===== src/rtl/pc_fetch_ctrl.sv =====
// Fetch PC and branch-resolution control for the pipelined core.
// It redirects on branches taken in ID, handles stalls, latches HALT and counts taken branches.
module pc_fetch_ctrl #(
    parameter int                 ADDR_W   = 16,
    parameter int                 PC_INC   = 2,
    parameter logic [ADDR_W-1:0]  RESET_PC = '0,
    parameter int                 CNT_W    = 16
) (
    input  logic              clk,
    input  logic              rst,
    input  logic              stall,
    input  logic [15:0]       if_instr,
    input  logic [15:0]       id_instr,
    input  logic              id_valid,
    input  logic [ADDR_W-1:0] id_pc_plus,
    input  logic [ADDR_W-1:0] branch_reg_data,
    input  logic [2:0]        flags,
    output logic [ADDR_W-1:0] pc_addr,
    output logic [ADDR_W-1:0] pc_plus,
    output logic              flush_if,
    output logic              branch_taken,
    output logic              halted,
    output logic [CNT_W-1:0]  taken_count
);

    localparam logic [3:0] OP_B   = 4'b1100;
    localparam logic [3:0] OP_BR  = 4'b1101;
    localparam logic [3:0] OP_HLT = 4'b1111;

    localparam logic [0:0] ST_RUN  = 1'b0;
    localparam logic [0:0] ST_HALT = 1'b1;

    // Offset is built at least 10 bits wide so a narrow ADDR_W still sees the sign.
    localparam int OFF_W = (ADDR_W > 10) ? ADDR_W : 10;

    typedef struct packed {
        logic       is_b;
        logic       is_br;
        logic [2:0] ccc;
        logic [8:0] imm9;
    } id_dec_t;

    logic [0:0]         state;
    id_dec_t            dec;
    logic               flag_z, flag_n, flag_v;
    logic               cond_true;
    logic               take;
    logic               hlt_in_if;
    logic [OFF_W-1:0]   b_off;
    logic [ADDR_W-1:0]  b_target;
    logic [ADDR_W-1:0]  target;

    always_comb begin
        dec.is_b  = (id_instr[15:12] == OP_B);
        dec.is_br = (id_instr[15:12] == OP_BR);
        dec.ccc   = id_instr[11:9];
        dec.imm9  = id_instr[8:0];
    end

    assign flag_z = flags[0];
    assign flag_n = flags[1];
    assign flag_v = flags[2];

    always_comb begin
        cond_true = 1'b0;
        case (dec.ccc)
            3'b000: cond_true = ~flag_z;
            3'b001: cond_true = flag_z;
            3'b010: cond_true = ~flag_z & ~flag_n;
            3'b011: cond_true = flag_n;
            3'b100: cond_true = flag_z | ~flag_n;
            3'b101: cond_true = flag_n | flag_z;
            3'b110: cond_true = flag_v;
            3'b111: cond_true = 1'b1;
            default: cond_true = 1'b0;
        endcase
    end

    assign b_off    = OFF_W'($signed({dec.imm9, 1'b0}));
    assign b_target = id_pc_plus + b_off[ADDR_W-1:0];
    assign target   = dec.is_br ? branch_reg_data : b_target;

    // Masking with rst keeps the redirect and flush quiet during reset.
    assign take = ~rst & id_valid & ~stall & (state == ST_RUN)
                & (dec.is_b | dec.is_br) & cond_true;

    assign hlt_in_if    = (if_instr[15:12] == OP_HLT);
    assign pc_plus      = pc_addr + ADDR_W'(PC_INC);
    assign branch_taken = take;
    assign flush_if     = take;
    assign halted       = (state == ST_HALT);

    // A taken branch makes the HLT in IF wrong-path, so take is checked before HLT.
    always_ff @(posedge clk) begin
        if (rst) begin
            pc_addr <= RESET_PC;
            state   <= ST_RUN;
        end else if (take) begin
            pc_addr <= target;
        end else if (stall) begin
            pc_addr <= pc_addr;
        end else if (state == ST_HALT) begin
            pc_addr <= pc_addr;
        end else if (hlt_in_if) begin
            state   <= ST_HALT;
        end else begin
            pc_addr <= pc_plus;
        end
    end

    always_ff @(posedge clk) begin
        if (rst)
            taken_count <= '0;
        else if (take && (taken_count != {CNT_W{1'b1}}))
            taken_count <= taken_count + 1'b1;
    end

endmodule


===== config.mk =====
export PLATFORM = sky130hd
export DESIGN_NAME = pc_fetch_ctrl
export DESIGN_NICKNAME = d
export VERILOG_FILES = /design/src/rtl/pc_fetch_ctrl.sv
export SDC_FILE = /design/constraint.sdc
export NUM_CORES = 1
export LEC_CHECK = 0
export ABC_AREA = 1
export CORE_MARGIN = 5
export CORE_UTILIZATION = 49
export DETAILED_ROUTE_END_ITERATION = 10
export HOLD_SLACK_MARGIN = 0.03
export PLACE_DENSITY = 0.95
export SYNTH_ARGS = -nofsm -noshare
export SYNTH_HDL_FRONTEND = slang
export SYNTH_SLANG_ARGS = --single-unit
export TNS_END_PERCENT = 30

===== constraint.sdc =====
create_clock -name clk -period 3 [get_ports clk]
set_clock_uncertainty 0.2 [all_clocks]
set_input_delay 0.3 -clock clk [delete_from_list [all_inputs] [get_ports clk]]
set_output_delay 0.3 -clock clk [all_outputs]
set_load 0.1 [all_outputs]

# Word-level counts from Yosys, hierarchy flattened
# Cells that the tools add are included.
# W data, S select, Z words.
# totals
reg_bits,33
latch_bits,0
ram_bits,0
romBits,0
in_bits,71
out_inout_bits,51
mem_count,0
# classes
n_addsub,3
multipliers,0
div,0
magnitude_cmp,0
n_eq_ne,14
n_shift,0
muxes,8
n_bitwise,15
reduce_logical,4
# op_table
operator,count
$mux W16,5
$add A16 B1 Y16 const B,1
$add A16 B16 Y16,1
$add A16 B2 Y16 const B,1
$ne A16 B16 Y1 const B,1
$eq A3 B3 Y1 const B,4
$eq A4 B4 Y1 const B,3
$pmux W1 S8,1
$and A1 B1 Y1,6
$eq A3 B2 Y1 const B,2
$not A1 Y1,6
$ne A2 B1 Y1 const B,2
$eq A3 B1 Y1 const B,1
$logic_not A3 Y1,1
$or A1 B1 Y1,3
$reduce_and A3 Y1,1
$mux W1,2
$ne A2 B2 Y1 const B,1
$reduce_and A2 Y1,1
$logic_and A1 B1 Y1,1

# Depth between registers and ports, before layout
# Gate-level depths: netlist (run 1).
# logic_depth
depth_word,8
depth_mapped,13
mapped_depth_nobuf,13

# Worst setup path after synthesis (run 1)
# No wires, ideal clock.
# synth_path
kind,register -> register
from,register pc_addr[1]
to,register pc_addr[11]
arrival_time_ns,3.612
required_ns,2.729
path_slack_ns,-0.884
stages_incl_launch_ff,10
synth_period_minus_slack_ns,3.884
path_cell_list,dfxtp_1 -> ha_1 -> nand2_1 -> inv_1 -> nand2_1 -> nor3_1 -> nand2_1 -> xor2_1 -> o21ai_0 -> a21oi_1
# synth_between
elab_chain_cells,5
# synth_lines
item,line,source
start: declaration,18,"output logic [ADDR_W-1:0] pc_addr,"
start signal: assignment,99,pc_addr <= target;
start signal: assignment,101,pc_addr <= pc_addr;
start signal: assignment,103,pc_addr <= pc_addr;
$add A16 B2 Y16,88,assign pc_plus = pc_addr + ADDR_W'(PC_INC);
via pc_plus[11],19,"output logic [ADDR_W-1:0] pc_plus,"
$mux W16,104,end else if (hlt_in_if) begin
$mux W16,102,end else if (state == ST_HALT) begin
$mux W16,100,end else if (stall) begin
$mux W16,98,end else if (take) begin
# The timed path passes the listed nets, and every way through them passes these cells. The select of a mux whose other input is x is not followed.
# A chain may end at the register's enable or synchronous reset.

# Final worst setup path (run 1)
# layout_path
from,register pc_addr[1]
to,output pc_plus[11]
# layout_between
elab_chain_cells,1
# layout_lines
item,line
$add A16 B2 Y16,88
end: declaration,19
# No other way between the ends.

==> impl_results.md, run 1 <==
- Detailed Route WL: roughly 11 mm
- Synth Area in Adders: ~6.8%
- Post-synth cell types: 37
- CORE AREA: around 6400 sq um
- Rel. slew slack: between 50% and 60%
- Crit Reg-Reg Startpoint: halted$_SDFFE_PP0P_
- Clock Path Buffers: 2
- Gates resized, CTS repair: 0
- H-tree Lvls: 2
- CTS Sinks: 33
- CTS clk-pin slew, worst paths: approximately 80 ps
- Power Internal: 906 uW
- Vias in the first global route: approximately 4000
- FF-to-FF End: taken_count[2]$_SDFFE_PP0P_
- Post-Synth XOR/XNOR Area: between 5 and 6%
- Row count: 29
- P_leak: about 0.0021 uW
- R2R setup slack: 690 ps
- Syn_nets: 643
- Fill count: 563
- CTS Root Cell: clkbuf_8
- DRC violations left: 0
- Critical Setup Path Class: reg2out
- TritonCTS clock tree: done
- TritonCTS buffer count: 5
- Initial antenna violation count: 0
- Nets: 753
- Worst Hold End: taken_count[15]$_SDFFE_PP0P_
- Ports: between 100 and 150
- Share of layout cells above drive strength 1: approximately 17%
- Max cap viols: 0
- RSZ-0062 raised after global routing: no
- Layout area overhead: 39.0%
- HPWL Detailed: between 8 and 9 mm
- Post-CTS setup buffer count: 0
- Hold path depth: 2
- Grt ovf: 0
- Clock Power Share: around 29%
- First-pass GRT wire length: between 15 and 20 mm
- Final Hold Fails: 0
- Die Span X: just over 90 microns
- Seq/Total Area, Yosys: 20.3%
- Post-Place Worst Slack: 284 ps
- Router iterations before antenna repair: 5
- Hold_sp: taken_count[15]$_SDFFE_PP0P_
- Non-Filler Instances: ~740
- Max-slew violations: 0
- GR Util All Layers: 25.8%
- Hold WC Path Type: reg2reg
- Sw power: roughly 610 uW
- Port Buffers: about 110
- Synthesized area: around 3300 sq um
- Syn Inst Count: 555
- Vias: ~4000
- Worst-Margin Slew: 679 ps
- Min cycle time layout: about 2600 ps
- Largest net degree at the start of global routing: 20
- Hold-fix buffers, CTS: 0
- Setup_tns: 0 ps
- Violation count after the first detailed-route iteration: about 160
- Status: complete, no violations
- Combinational share of power: approximately 40%
- Die area: approximately 8400 sq um
- Critical path capture point type: primary output
- WL/cell: about 15 microns
- Worst vdd ir: approximately 270 uV
- Compound-Gate Fraction of Synth Area: 11.8%
- Worst EP required: around 2500 ps
- Fin worst setup slack: about 370 ps
- # setup viols final: 0
- Achievable Freq: approximately 380 MHz
- R2r worst-path depth: 8
- Switching Share: ~40%
- Post-Synth Simple-Gate Area: 42.5%
- Crit share post-route: between 80% and 90%
- CP arrival: 2130 ps
- Multiplexer area fraction after synthesis: less than 1%
- DR vias/cell: ~5.5
- GPL Wtd Cong: about 0.94
- Largest family of logic cells by synthesized area: simple AND/OR/NAND/NOR gates
- Critical path fanouts, max: 5
- Synth warnings: 0
- Die Y: 91.5 microns
- # diodes: 0
- Reg power frac: 30.8%
- Power per Cell Area: 336 nW/um^2
- Seq cells post-synth: 33
- Mean area per synthesized cell: just under 6 sq um
- Clk_lat worst skew: 300 ps
- Inst Count DP: between 700 and 800
- Setup crit start kind: register
- Initial Util: around half
- Post-DRT Antenna Nets: 0
worst max-delay path by stage:
stage / cells past startpoint / slack, ps / from / endpoint
2_1_floorplan: 7 / -50 / pc_addr[5]$_SDFFE_PP0P_ / pc_addr[6]$_SDFFE_PP0P_
3_3_place_gp: 9 / 330 / rst / taken_count[2]$_SDFFE_PP0P_
3_5_place_dp: 9 / 280 / rst / taken_count[2]$_SDFFE_PP0P_
4_1_cts: 8 / 380 / pc_addr[1]$_SDFFE_PP0P_ / pc_plus[11]
5_1_grt: 8 / 240 / pc_addr[1]$_SDFFE_PP0P_ / pc_plus[11]
6_report: 8 / 370 / pc_addr[1]$_SDFFE_PP0P_ / pc_plus[11]
logic make-up after synthesis:
kind of cell | count (synthesis)
compound gates | 64
xor+xnor | 20
fa+ha+maj | 17
buf+inv | 102
flops | 33
mux | 1
simple gates | 318
power by group through the flow:
stage | Clock (uW) | Sequential [uW] | Combinational (uW)
2_1_floorplan | 0 | 562 | 329
3_3_place_gp | 0 | 478 | 587
3_5_place_dp | 0 | 479 | 601
4_1_cts | 449 | 469 | 604
5_1_grt | 466 | 471 | 653
6_report | 443 | 469 | 609
synthesized netlist by cell type:
library cell,count,share of area [%]
a21oi_1,23,3.5
a21oi_2,10,2.7
buf_12,1,0.62
buf_2,3,0.46
buf_4,3,0.69
buf_6,1,0.35
clkbuf_1,6,0.69
clkinv_1,1,0.12
dfxtp_1,33,20
fa_1,1,0.62
ha_1,16,6.2
inv_1,85,9.8
inv_2,2,0.23
mux2i_1,1,0.31
nand2_1,175,20
nand2_2,10,1.9
nand3_1,47,7.2
nand3_2,1,0.31
nand3b_1,2,0.46
nand4_1,9,1.7
nor2_1,45,5.2
nor2b_2,1,0.27
nor3_1,13,2.0
nor3_2,3,0.92
nor4_1,3,0.58
o2111ai_1,1,0.27
o211a_1,1,0.31
o211ai_1,1,0.23
o21ai_0,22,3.4
o21ai_1,2,0.31
o21ai_2,1,0.27
o21bai_1,1,0.23
o21bai_2,1,0.35
o22ai_1,1,0.19
or2_2,9,1.7
xnor2_1,5,1.3
xor2_1,15,4.0
state kept, by name, summed over array words and instances, names as in the netlist:
| register | flops |
|---|---|
| pc_addr | 16 |
| taken_count | 16 |
| halted | 1 |
critical path, stage by stage, from the launching register on:
cell     delay, ps
dfxtp_2        380
ha_1           200
nand2_1         70
inv_1          110
nand2_1         80
nor3_1         350
nand2_1        210
xor2_4         220
buf_12         200
stage by stage:
step	instance area [sq um]	utilization, %	total power (uW)	hold WS, ps
finish	4520	70.4	1520	291
global route	4520	70.4	1590	306
CTS	4520	70.4	1520	294
detailed placement	4410	68.7	1080	280
global placement	4410	68.7	1070	271
floorplan	3340	-	891	275
routing by layer:
layer  vias to the layer above  track usage (%)  part of all wire (%)
li1                       1974                -                     -
met4                         0             10.4                   3.0
met5                         -                0                     0
met3                        33             4.13                   8.2
met1                      1853             29.0                    38
met2                       194             47.8                    51
layout by cell type, fill, tap and decap left out, types with 2 or more instances in the layout:
master and instances:
nand2_1 175, inv_1 85, clkdlybuf4s50_1 58, buf_4 56
nand3_1 47, nor2_1 44, dfxtp_1 31, a21oi_1 23
o21ai_0 22, ha_1 16, nor3_1 13, xor2_1 10
nand2_2 10, a21oi_2 10, nand4_1 9, or2_2 9
clkbuf_8 5, xnor2_1 4, nor3_2 3, xor2_2 3
nor4_1 3, buf_12 3, xor2_4 2, o21ai_1 2
inv_2 2, nand3b_1 2, dfxtp_2 2
cell type report:
cell class / instances / area (sq um) / share of cell area, %
multi-input combinational: 420 / 2260 / 49.9
clock buffer: 5 / 68.8 / 1.52
inverter: 88 / 330 / 7.30
timing repair buffer: 117 / 1060 / 23.5
tap: 77 / 96.3 / 2.13
sequential: 33 / 663 / 14.7
clock inverter: 3 / 46.3 / 1.02
Note: power is estimated with default switching activity, not from simulation.
==> run 2, diff against run 1 <==
Settings changed: ABC_CLOCK_PERIOD_IN_PS set to 3000, SKIP_LAST_GASP set to 1.
==> results of run 2 <==
The final DEF is identical to that of run 1; final timing and power are the same.
==> run 3, diff against run 2 <==
Settings changed: CORE_UTILIZATION 49 to 46, PLACE_DENSITY 0.95 to 0.92.
==> run 3 against run 2 <==
  * First-iteration DRC count up 22%
  * Global-route usage shrank 1.8 points
  * Sequential share of layout area down 0.093 points
  * Core utilization fell by 3.8 points
  * Register-to-register slack better by 90 ps
  * Final cell count grew 2.6%
  * Via count shrank 5.5%
  * Combinational power down 1%
  * Power up 0.17%
==> impl_results.md, run 3 (synthesized netlist as in run 1, its figures left out) <==
- Status: complete, no violations
- Clock Path Buffers: 2
- Initial antenna violation count: 0
- Gates resized, CTS repair: 0
- # diodes: 0
- RSZ-0062 raised after global routing: no
- GPL Wtd Cong: a little under 0.9
- Hold-fix buffers, CTS: 0
- HPWL Detailed: around 8.4 mm
- Router iterations before antenna repair: 5
- Critical Setup Path Class: reg2out
- CP max-delay cell: dfxtp_2
- Die Span X: ~94 microns
- Initial Util: between 40% and 50%
- Area after DPL: ~4400 sq um
- CP Depth: 8
- Largest net degree at the start of global routing: 25
- Hold WC Path Type: reg2reg
- Clk_lat worst skew: roughly 300 ps
- Violation count after the first detailed-route iteration: between 150 and 200
- Worst hold slack: roughly 290 ps
- Switching Share: about 39%
- Max cap viols: 0
- Setup crit start kind: register
- DRC violations left: 0
- Most frequent cells in the layout: 175 x nand2_1, 85 x inv_1, 58 x clkdlybuf4s50_1
- WL/cell: 13.4 microns
- R2R setup slack: about 780 ps
- Row count: 30
- Achievable Freq: roughly 380 MHz
- Buf/Inv on CP: 2
- Fill count: 643
- CP arrival: 2110 ps
- Final Hold Fails: 0
- CP endpoint: pc_plus[11]
- Cell Chain, Critical Path: ha_1 -> nand2_1 -> inv_1 -> nand2_1 -> nor3_1 -> nand2_1 -> xor2_4 -> buf_12
- Port Buffers: roughly 110
- P_leak: ~0.0021 uW
- Clock Power Share: 29.8%
- CTS Sinks: 33
- Grt ovf: 0
- Post-CTS setup buffer count: 0
- # setup viols final: 0
- Worst vdd ir: 356 uV
- Min cycle time layout: 2610 ps
- R2r worst-path depth: 9
- Commonest non-fill, non-tap cell in the layout: nand2_1
- Post-DRT Antenna Nets: 0
- Die area: just under 9000 sq um
- TritonCTS buffer count: 5
- Worst-Margin Slew: 514 ps
- Most used cell, CP: nand2_1
- Power per Cell Area: roughly 330 nW/um^2
- Crit share post-route: 86.9%
- Reg power frac: between 30% and 40%
- Critical path capture point type: primary output
- Worst EP required: about 2500 ps
- Layout area overhead: 39.9%
- Max-slew violations: 0
- DR vias/cell: 5.03
- CP max stage delay: about 370 ps
- Ports: about 120
- Vias: 3833
- Die Y: ~94 microns
- CTS clk-pin slew, worst paths: roughly 80 ps
- First-pass GRT wire length: around 17 mm
- Detailed Route WL: slightly above 10 mm
- FF-to-FF End: pc_addr[3]$_SDFFE_PP0P_
- Design Power: 1520 uW
- H-tree Lvls: 2
- Nets: approximately 750
- CTS Root Cell: clkbuf_8
- GR Util All Layers: about a quarter
- Critical path fanouts, max: 5
- Power Internal: between 900 and 1000 uW
- Fin area: 4550 sq um
- Combinational share of power: between 30% and 40%
- CORE AREA: between 6000 and 7000 sq um
- Crit Reg-Reg Startpoint: halted$_SDFFE_PP0P_
- Share of layout cells above drive strength 1: 17.1%
- CP startpoint: pc_addr[1]$_SDFFE_PP0P_
- Setup_tns: 0 ps
- Top delay family on crit path: simple AND/OR/NAND/NOR gates
- Sw power: between 500 and 600 uW
- TritonCTS clock tree: done
- Rel. slew slack: roughly two thirds
- Vias in the first global route: roughly 3800
run 3: tightest hold or removal path: stages, from the launching register on:
cell and delay, ps:
dfxtp_1 320, nand2_1 70, a21oi_1 50
run 3: how the worst min path moves through the flow:
stage	start	end	slack (ps)	cells past startpoint
after floorplan	rst	pc_addr[7]$_SDFFE_PP0P_	270	3
after global placement	taken_count[15]$_SDFFE_PP0P_	taken_count[15]$_SDFFE_PP0P_	270	2
after detailed placement	taken_count[15]$_SDFFE_PP0P_	taken_count[15]$_SDFFE_PP0P_	280	2
after CTS	taken_count[15]$_SDFFE_PP0P_	taken_count[15]$_SDFFE_PP0P_	290	2
after global routing	taken_count[15]$_SDFFE_PP0P_	taken_count[15]$_SDFFE_PP0P_	330	2
final	taken_count[15]$_SDFFE_PP0P_	taken_count[15]$_SDFFE_PP0P_	290	2
run 3: routing by layer:
layer,GRT usage (%),wire [microns],up-vias
met1,29.0,4330,1743
met4,7.22,200,0
met5,0,0,-
met3,5.45,603,18
met2,42.0,5100,103
li1,-,-,1969
run 3: cell type report:
class	instances	area, sq um	share of cell area [%]
inverter	88	330	7.25
multi-input combinational	420	2260	49.6
clock inverter	2	37.5	0.824
clock buffer	6	82.6	1.81
tap	96	120	2.64
timing repair buffer	117	1060	23.3
sequential	33	663	14.6
run 3: through the flow:
| stage | cells | utilization (%) | setup slack (ps) |
|---|---|---|---|
| finish | 762 | 66.6 | 393 |
| global route | 762 | 66.6 | 221 |
| CTS | 762 | 66.6 | 397 |
| detailed placement | 754 | 64.9 | 310 |
| global placement | 754 | 64.9 | 376 |
| floorplan | 555 | - | -46.0 |
run 3: power by group through the flow:
stage / clock [uW] / combinational [uW] / sequential [uW]
2_1_floorplan: 0 / 329 / 562
3_3_place_gp: 0 / 587 / 478
3_5_place_dp: 0 / 597 / 479
4_1_cts: 461 / 600 / 469
5_1_grt: 484 / 648 / 472
6_report: 454 / 601 / 469
